File: src/rtl/mixcolumns_serial_ctrl_if.sv
// Handshake bundle for the column-serial MixColumns engine: the input stream
// (valid/bypass/state/o_ready) and the result stream (valid/state/i_ready).
interface mixcolumns_serial_ctrl_if;
    logic         i_valid;
    logic         i_bypass;
    logic [127:0] i_state;
    logic         o_ready;
    logic         i_ready;
    logic         o_valid;
    logic [127:0] o_state;
    logic         o_busy;

    modport master (
        output i_valid, i_bypass, i_state, i_ready,
        input  o_ready, o_valid, o_state, o_busy
    );

    modport slave (
        input  i_valid, i_bypass, i_state, i_ready,
        output o_ready, o_valid, o_state, o_busy
    );
endinterface

File: src/rtl/mixcolumns_serial_ctrl.sv
// Column-serial AES MixColumns engine: COLS_PER_CYCLE shared column multipliers
// walk the 4 columns of a latched state in place, with a bypass for the last round.
module mixcolumns_serial_ctrl #(
    parameter int NB_BYTE        = 8,
    parameter int N_BYTES        = 16,
    parameter int COLS_PER_CYCLE = 1
) (
    input  logic                      i_clock,
    input  logic                      i_reset_n,
    input  logic                      i_clear,
    mixcolumns_serial_ctrl_if.slave   bus
);
    localparam int         N_STEPS   = (COLS_PER_CYCLE > 0) ? 4 / COLS_PER_CYCLE : 1;
    localparam logic [1:0] LAST_STEP = 2'(N_STEPS - 1);

    generate
        if (NB_BYTE != 8 || N_BYTES != 16 ||
            !(COLS_PER_CYCLE == 1 || COLS_PER_CYCLE == 2 || COLS_PER_CYCLE == 4)) begin : g_bad_conf
            $error("BAD_CONF: NB_BYTE must be 8, N_BYTES 16, COLS_PER_CYCLE 1, 2 or 4");
        end
    endgenerate

    typedef enum logic [1:0] {IDLE, BUSY, DONE} state_t;

    state_t        state_reg, state_next;
    logic [1:0]    step_reg, step_next;
    logic [127:0]  work_reg, work_next;
    logic [127:0]  busy_result;
    logic          accept;

    logic [31:0]   col_cur  [4];
    logic [1:0]    lane_col [COLS_PER_CYCLE];
    logic [31:0]   lane_out [COLS_PER_CYCLE];

    function automatic logic [7:0] xtime(input logic [7:0] a);
        return {a[6:0], 1'b0} ^ (a[7] ? 8'h1b : 8'h00);
    endfunction

    function automatic logic [31:0] mix_column(input logic [31:0] col);
        logic [7:0] a0, a1, a2, a3;
        a0 = col[31:24];
        a1 = col[23:16];
        a2 = col[15:8];
        a3 = col[7:0];
        return {xtime(a0) ^ xtime(a1) ^ a1 ^ a2 ^ a3,
                a0 ^ xtime(a1) ^ xtime(a2) ^ a2 ^ a3,
                a0 ^ a1 ^ xtime(a2) ^ xtime(a3) ^ a3,
                xtime(a0) ^ a0 ^ a1 ^ a2 ^ xtime(a3)};
    endfunction

    // Column c occupies [127-32c -: 32]; column 0 is the most significant word.
    genvar gi;
    generate
        for (gi = 0; gi < 4; gi++) begin : g_col
            assign col_cur[gi] = work_reg[127 - 32*gi -: 32];
        end
        for (gi = 0; gi < COLS_PER_CYCLE; gi++) begin : g_lane
            assign lane_col[gi] = 2'(32'(step_reg) * COLS_PER_CYCLE + gi);
            assign lane_out[gi] = mix_column(col_cur[lane_col[gi]]);
        end
    endgenerate

    always_comb begin
        logic [31:0] col_new [4];
        for (int c = 0; c < 4; c++) begin
            col_new[c] = col_cur[c];
        end
        for (int l = 0; l < COLS_PER_CYCLE; l++) begin
            col_new[lane_col[l]] = lane_out[l];
        end
        busy_result = {col_new[0], col_new[1], col_new[2], col_new[3]};
    end

    always_ff @(posedge i_clock or negedge i_reset_n) begin
        if (!i_reset_n) begin
            state_reg <= IDLE;
            step_reg  <= '0;
            work_reg  <= '0;
        end else begin
            state_reg <= state_next;
            step_reg  <= step_next;
            work_reg  <= work_next;
        end
    end

    always_comb begin
        state_next = state_reg;
        step_next  = step_reg;
        work_next  = work_reg;
        if (i_clear) begin
            state_next = IDLE;
            step_next  = '0;
        end else begin
            case (state_reg)
                IDLE: begin
                    if (accept) begin
                        work_next  = bus.i_state;
                        step_next  = '0;
                        state_next = bus.i_bypass ? DONE : BUSY;
                    end
                end
                BUSY: begin
                    work_next = busy_result;
                    if (step_reg == LAST_STEP) begin
                        step_next  = '0;
                        state_next = DONE;
                    end else begin
                        step_next = step_reg + 2'd1;
                    end
                end
                DONE: begin
                    if (accept) begin
                        work_next  = bus.i_state;
                        step_next  = '0;
                        state_next = bus.i_bypass ? DONE : BUSY;
                    end else if (bus.i_ready) begin
                        state_next = IDLE;
                    end
                end
                default: state_next = IDLE;
            endcase
        end
    end

    // An abort cycle never signals ready, so a source cannot believe a state was taken.
    always_comb begin
        bus.o_ready = !i_clear && ((state_reg == IDLE) || (state_reg == DONE && bus.i_ready));
        bus.o_valid = (state_reg == DONE);
        bus.o_busy  = (state_reg != IDLE);
        bus.o_state = work_reg;
    end

    assign accept = bus.o_ready && bus.i_valid;
endmodule

File: src/flat_wrapper.sv
// flat-port wrapper written by rule: the top's interface ports become plain ports
module mixcolumns_serial_ctrl_flat 
#(
    parameter int NB_BYTE        = 8,
    parameter int N_BYTES        = 16,
    parameter int COLS_PER_CYCLE = 1
)
  (i_clock, i_reset_n, i_clear, bus_i_valid, bus_i_bypass, bus_i_state, bus_i_ready, bus_o_ready, bus_o_valid, bus_o_state, bus_o_busy);
  mixcolumns_serial_ctrl_if bus_i ();
  input  logic i_clock;
  input  logic i_reset_n;
  input  logic i_clear;
  input wire logic [$bits(bus_i.i_valid)-1:0] bus_i_valid;
  input wire logic [$bits(bus_i.i_bypass)-1:0] bus_i_bypass;
  input wire logic [$bits(bus_i.i_state)-1:0] bus_i_state;
  input wire logic [$bits(bus_i.i_ready)-1:0] bus_i_ready;
  output wire logic [$bits(bus_i.o_ready)-1:0] bus_o_ready;
  output wire logic [$bits(bus_i.o_valid)-1:0] bus_o_valid;
  output wire logic [$bits(bus_i.o_state)-1:0] bus_o_state;
  output wire logic [$bits(bus_i.o_busy)-1:0] bus_o_busy;
  assign bus_i.i_valid = bus_i_valid;
  assign bus_i.i_bypass = bus_i_bypass;
  assign bus_i.i_state = bus_i_state;
  assign bus_i.i_ready = bus_i_ready;
  assign bus_o_ready = bus_i.o_ready;
  assign bus_o_valid = bus_i.o_valid;
  assign bus_o_state = bus_i.o_state;
  assign bus_o_busy = bus_i.o_busy;
  mixcolumns_serial_ctrl #(.NB_BYTE(NB_BYTE), .N_BYTES(N_BYTES), .COLS_PER_CYCLE(COLS_PER_CYCLE)) u_core (.i_clock(i_clock), .i_reset_n(i_reset_n), .i_clear(i_clear), .bus(bus_i));
endmodule
File: config.mk
export PLATFORM = sky130hd
export DESIGN_NAME = mixcolumns_serial_ctrl_flat
export DESIGN_NICKNAME = d
export VERILOG_FILES = /design/src/rtl/mixcolumns_serial_ctrl_if.sv /design/src/rtl/mixcolumns_serial_ctrl.sv /design/src/flat_wrapper.sv
export SDC_FILE = /design/constraint.sdc
export NUM_CORES = 1
export LEC_CHECK = 0
export CORE_AREA = 4 4 153 155
export CTS_BUF_LIST = sky130_fd_sc_hd__clkbuf_16
export DETAILED_ROUTE_END_ITERATION = 16
export DIE_AREA = 0 0 157 159
export GPL_ROUTABILITY_DRIVEN = 0
export PLACE_DENSITY = 0.69
export SLEW_MARGIN = 5
export SYNTH_ARGS = -nofsm -noshare
export SYNTH_HDL_FRONTEND = slang
export SYNTH_SLANG_ARGS = --single-unit
File: constraint.sdc
create_clock -name i_clock -period 4.1 [get_ports i_clock]
set_input_delay 0.82 -clock i_clock [delete_from_list [all_inputs] [get_ports i_clock]]
set_output_delay 0.82 -clock i_clock [all_outputs]
set_load 0.005 [all_outputs]
## Yosys cells after proc, flatten, opt, wreduce, memory -nomap -nowiden

Cells that the tools add are included.
W data, S select, Z words.

- Add/sub/neg operators: 1
- Magnitude comparators: 2
- Equal/unequal tests: 8
- Mux-type cells: 23
- Bitwise gates (word level): 22
- Reduce and logical (&&, ||, !) cells: 14

Operators with widths:

| operator | count |
|---|---|
| $pmux W128 S2 | 1 |
| $xor A8 B8 Y8 | 20 |
| $bwmux W128 | 1 |
| $mux W128 | 1 |
| $mux W32 | 3 |
| $bmux W32 S2 | 1 |
| $demux W32 S2 | 1 |
| $mux W5 | 4 |
| $mux W2 | 9 |
| $ne A3 B2 Y1 const B | 2 |
| $pmux W2 S3 | 1 |
| $reduce_and A3 Y1 | 2 |
| $eq A2 B2 Y1 const B | 2 |
| $logic_and A1 B1 Y1 | 4 |
| $ne A4 B3 Y1 const B | 1 |
| $pmux W2 S2 | 1 |
| $reduce_bool A2 Y1 | 2 |
| $ge A3 B3 Y1 const B | 1 |
| $lt A3 B1 Y1 const B | 1 |
| $ne A3 B1 Y1 const B | 1 |
| $not A2 Y3 | 1 |
| $reduce_bool A3 Y1 | 1 |
| $add A2 B1 Y2 const B | 1 |
| $eq A2 B1 Y1 const B | 1 |
| other kinds (7) | 7 |

- Bits in registers: 132
- Input port bits: 134
- Output and inout port bits: 131
- Logic and storage cells: 73

## Longest topological paths before layout

- Depth in word-level cells: 12
- Mapped depth: 10
- Gate-level depth less buffers: 5

## Worst setup path before layout

Ideal clock, no wire load.

- Path kind: register to register
- From: register u_core.step_reg[0]
- To: register u_core.work_reg[114] (netlist: u_core.bus.o_state[114])
- Library setup time: 0.142 ns
- Arrival: 2.211 ns
- Required time: 3.958 ns
- Slack: 1.746 ns
- Cell stages (with the launch flop): 8
- Path buffers: 3
- Period minus slack after synthesis: 2.354 ns
- Cell sequence: dfrtp_1 -> buf_6 -> buf_12 -> buf_12 -> mux4_1 -> xnor3_1 -> xnor2_1 -> o221ai_1

- Word-level cells in the longest chain between the ends: 11
- Elaborated cells on any way between the ends: 17
- Those cells by class: 2 x order compare; 7 x mux; 7 x bitwise; 1 x reduce/logical

Ends and longest elaborated chain:

| what | RTL line | source |
|---|---|---|
| from (decl) | mixcolumns_serial_ctrl.sv:26 | `logic [1:0] step_reg, step_next;` |
| from (signal assigned) | mixcolumns_serial_ctrl.sv:81 | `step_reg <= step_next;` |
| $not A2 Y3 (implied by the code) (*) | mixcolumns_serial_ctrl.sv:59, mixcolumns_serial_ctrl.sv:69 |  |
| $bmux W32 S2 | mixcolumns_serial_ctrl.sv:59 | `assign lane_out[gi] = mix_column(col_cur[lane_col[gi]]);` |
| $mux W32 (implied by the code) (2 in series) | mixcolumns_serial_ctrl.sv:59 |  |
| $xor A8 B8 Y8 | mixcolumns_serial_ctrl.sv:36 | `return {a[6:0], 1'b0} ^ (a[7] ? 8'h1b : 8'h00);` |
| $xor A8 B8 Y8 (4 in series) | mixcolumns_serial_ctrl.sv:46 | `a0 ^ xtime(a1) ^ xtime(a2) ^ a2 ^ a3,` |
| $bwmux W128 (*) | mixcolumns_serial_ctrl.sv:69 | `col_new[lane_col[l]] = lane_out[l];` |
| $pmux W128 S2 (*) | mixcolumns_serial_ctrl.sv:94 | `case (state_reg)` |
| to (signal assigned) | mixcolumns_serial_ctrl.sv:82 | `work_reg <= work_next;` |
| to (decl) | mixcolumns_serial_ctrl.sv:27 | `logic [127:0] work_reg, work_next;` |

Every way passes the cells marked *; elsewhere a longest branch is shown, timed or not. The select of a mux whose other input is x is not followed.
A chain may end at the register's enable or synchronous reset.

## Worst setup path in the final report

- From: register u_core.step_reg[0]
- To: register u_core.work_reg[0] (netlist: u_core.bus.o_state[0])

- Word-level cells in the longest chain between the ends: 12
- Elaborated cells on any way between the ends: 19
- Those cells by class: 2 x order compare; 9 x mux; 7 x bitwise; 1 x reduce/logical

Ends and longest elaborated chain:

| what | RTL line | source |
|---|---|---|
| $not A2 Y3 (implied by the code) (*) | mixcolumns_serial_ctrl.sv:59, mixcolumns_serial_ctrl.sv:69 |  |
| $bmux W32 S2 | mixcolumns_serial_ctrl.sv:59 |  |
| $mux W32 (implied by the code) (2 in series) | mixcolumns_serial_ctrl.sv:59 |  |
| $mux W5 | mixcolumns_serial_ctrl.sv:36 |  |
| $xor A8 B8 Y8 | mixcolumns_serial_ctrl.sv:36 |  |
| $xor A8 B8 Y8 (4 in series) | mixcolumns_serial_ctrl.sv:48 | `xtime(a0) ^ a0 ^ a1 ^ a2 ^ xtime(a3)};` |
| $bwmux W128 (*) | mixcolumns_serial_ctrl.sv:69 |  |
| $pmux W128 S2 (*) | mixcolumns_serial_ctrl.sv:94 |  |

Marks and branches as above.

==> metrics.md <==
| Metric | Value |
|---|---|
| Chip height | `159 um` |
| Gr usage total | `25.6%` |
| Via count | `7813` |
| WL met3 | `3160 um` |
| 1st-iter DRT viols | `670` |
| Status | `completed` |
| Hpwl dp | `23100 um` |
| CTS tree | `built` |
| Pre-antenna DRT Iters | `5` |
| Sequential element share of the synthesized area | `37.9%` |
| Global-route wire length before repair | `49200 um` |
| Final count of negative-setup-slack endpoints | `0` |
| Synth warn | `0` |
| Core area | `21800 um2` |
| Avg Vias per Cell | `6.17` |
| Max-slew violation count | `0` |
| Max Clock Freq | `0.309 GHz` |
| Max VDD drop | `0.000570 V` |
| # DRC | `0` |
| Pwr/cell area | `809 nW/um2` |
| Die Area | `25000 um2` |
| CTS buffer count | `17` |
| Worst setup EP type | `flop` |
| Post-CTS Setup Bufs | `0` |
| Crit Path Category | `flop to flop` |
| Post-synth EDFFs | `0` |
| Most frequent cells in the layout | `262 x clkdlybuf4s50_1, 132 x nand2b_1, 130 x dfrtp_1` |
| ANT cells | `0` |
| Starting Density | `39.9%` |
| Worst-Skew Late Latency | `420 ps` |
| Crit path DAT | `3480 ps` |
| Layout fillers | `1863` |
| Worst setup SP type | `flop` |
| Worst min path class | `input port to asynchronous set/reset pin` |
| Clk pin slew, worst setup/hold paths | `60 ps` |
| Synth Flop Type | `dfrtp_1` |
| Fin cells | `1267` |
| Final Net Count | `1113` |
| Synthesized area | `8710 um2` |
| Crit-path max cell delay | `940 ps` |
| Area growth syn-to-layout | `38.7%` |
| Crit Path Max Fanout | `26` |
| CTS H-tree depth | `4` |
| Slowest CP cell | `dfrtp_2` |
| Worst Tran Pin Value | `904 ps` |
| Synth top area cells | `dfrtp_1 38%, o221ai_1 12%, nand2b_1 9.5%, xnor3_1 9.0%, o21ai_0 7.4%` |
| Die X | `157 um` |
| Post-route worst setup slack | `864 ps` |
| Routed WL | `32700 um` |
| Vias in the first global route | `8081` |
| Largest net degree at the start of global routing | `110` |
| Leak | `4.91 nW` |
| Final Hold Fails | `0` |
| Resized Gates After CTS | `0` |
| DRT antenna net count | `0` |
| Wire per inst | `25.8 um` |
| DR top layer | `met4` |
| Hold-fix buffers, CTS | `0` |
| CP required | `4340 ps` |
| Area of the multi-input gates | `4990 um2` |
| Reg area | `3310 um2` |
| Worst slack, placed | `944 ps` |
| Ports | `265` |
| Ys async rst share | `100%` |
| Final Cycle Share | `78.9%` |
| Placed insts | `1236` |
| Met1 Routed Length | `13100 um` |
| Cells after Synth | `751` |
| Layout cell share with drive strength beyond 1 | `10.5%` |
| Rel. slew slack | `39.7%` |
| Port Buffers | `264` |
| Post-Syn Area per Cell | `11.6 um2` |
| Cell taking the most area after synthesis | `dfrtp_1` |
| Max Cap Violations | `0` |
| Distinct cells, synth | `36` |
| Net count after synthesis | `889` |
| Setup TNS | `0 ps` |
| Period minus WS final | `3240 ps` |
| Overflow left after global routing | `0` |
| Hold Slack | `318 ps` |
| Bufs on Longest Clock Path | `2` |
| Max FFs per register | `128` |
| Unrepaired setup endpoints after global routing | `false` |
| Clk root buf | `clkbuf_16` |
| Worst Skew | `11.4 ps` |
| Sink Count | `132` |
| Core Rows | `54` |
| DP Area | `11500 um2` |
| Synth top area share | `37.9%` |
| Post-layout instance area | `12100 um2` |
| Commonest non-fill, non-tap cell in the layout | `clkdlybuf4s50_1` |
| Number of synthesized register bits | `132` |
| Initial antenna violation count | `0` |
| Met2 WL | `15500 um` |
| Crit-path cells | `mux4_1 -> xnor3_1 -> xnor2_1 -> o221ai_1` |
## layout make-up
class | instances | share of cell area (%)
Clock buffer | 17 | 3.52
Clock inverter | 14 | 1.35
Inverter | 3 | 0.0932
Multi-Input combinational cell | 535 | 41.3
Sequential cell | 132 | 27.4
Tap cell | 280 | 2.90
Timing Repair Buffer | 286 | 23.4
## final timing paths
check | from | endpoint | slack (ps) | cells after the start
worst max-delay path | u_core.step_reg[0]$_DFFE_PN0P_ | u_core.bus.o_state[0]$_DFFE_PN0P_ | 860 | 4
worst min-delay path | i_reset_n | u_core.bus.o_state[41]$_DFFE_PN0P_ | 320 | 1
worst max register to register | u_core.step_reg[0]$_DFFE_PN0P_ | u_core.bus.o_state[0]$_DFFE_PN0P_ | 860 | 4
worst min register to register | u_core.bus.o_state[92]$_DFFE_PN0P_ | u_core.bus.o_state[92]$_DFFE_PN0P_ | 550 | 2
max in group asynchronous | i_reset_n | u_core.state_reg[0]$_DFFE_PN0P_ | 2910 | 2
min in group i_clock | u_core.bus.o_state[92]$_DFFE_PN0P_ | u_core.bus.o_state[92]$_DFFE_PN0P_ | 550 | 2
## cell usage after synthesis, types with 3 or more instances
library cell / n
inv_1: 3
nand2b_1: 132
clkbuf_1: 65
xor2_1: 16
xnor3_1: 35
xnor2_1: 10
mux4_1: 8
o21ai_0: 129
nor2b_1: 4
ha_1: 4
a21oi_1: 4
xor2_2: 3
xnor2_2: 5
or2_2: 5
mux4_2: 24
dfrtp_1: 132
nor2_1: 6
o221ai_2: 4
a22oi_1: 4
buf_6: 6
xor3_1: 5
nand4b_1: 4
o221ai_1: 124
## critical path, delay by kind of cell, from the launching register on
kind / cells / cell delay (ps)
multiplexers: 1 / 900
flip-flops: 1 / 940
XOR/XNOR: 2 / 970
AO/OA/AOI/OAI: 1 / 220
## through the flow
stage                     util (%)  power [mW]
after global placement        52.7        8.08
after global routing          55.3        10.2
after detailed placement      52.7        8.14
after floorplan                  -        5.79
after CTS                     55.3        9.73
final                         55.3        9.77
## logic make-up (layout without fill, tap and decap cells)
| family | count (synthesis) | in the layout | share of synthesized area (%) |
|---|---|---|---|
| mux | 32 | 32 | 8.62 |
| compound gates | 269 | 269 | 21.5 |
| simple gates | 153 | 153 | 10.9 |
| buf+inv | 84 | 320 | 5.00 |
| fa+ha+maj | 4 | 4 | 0.575 |
| flops | 132 | 132 | 37.9 |
| xor+xnor | 77 | 77 | 15.4 |
## metal layers
| metal | global-route usage [%] | vias to the layer above |
|---|---|---|
| met5 | 0 | - |
| met4 | 8.88 | 0 |
| met3 | 6.20 | 57 |
| met2 | 40.5 | 484 |
| met1 | 34.4 | 3921 |
| li1 | - | 3351 |
## power breakdown
group	total, mW	switching, mW	leakage (nW)	internal [mW]
clock	1.55	0.601	0.284	0.949
combinational	6.12	3.10	2.97	3.02
sequential	2.10	0.394	1.66	1.70
total	9.77	4.10	4.91	5.67
Power figures use the tool's default switching activity.
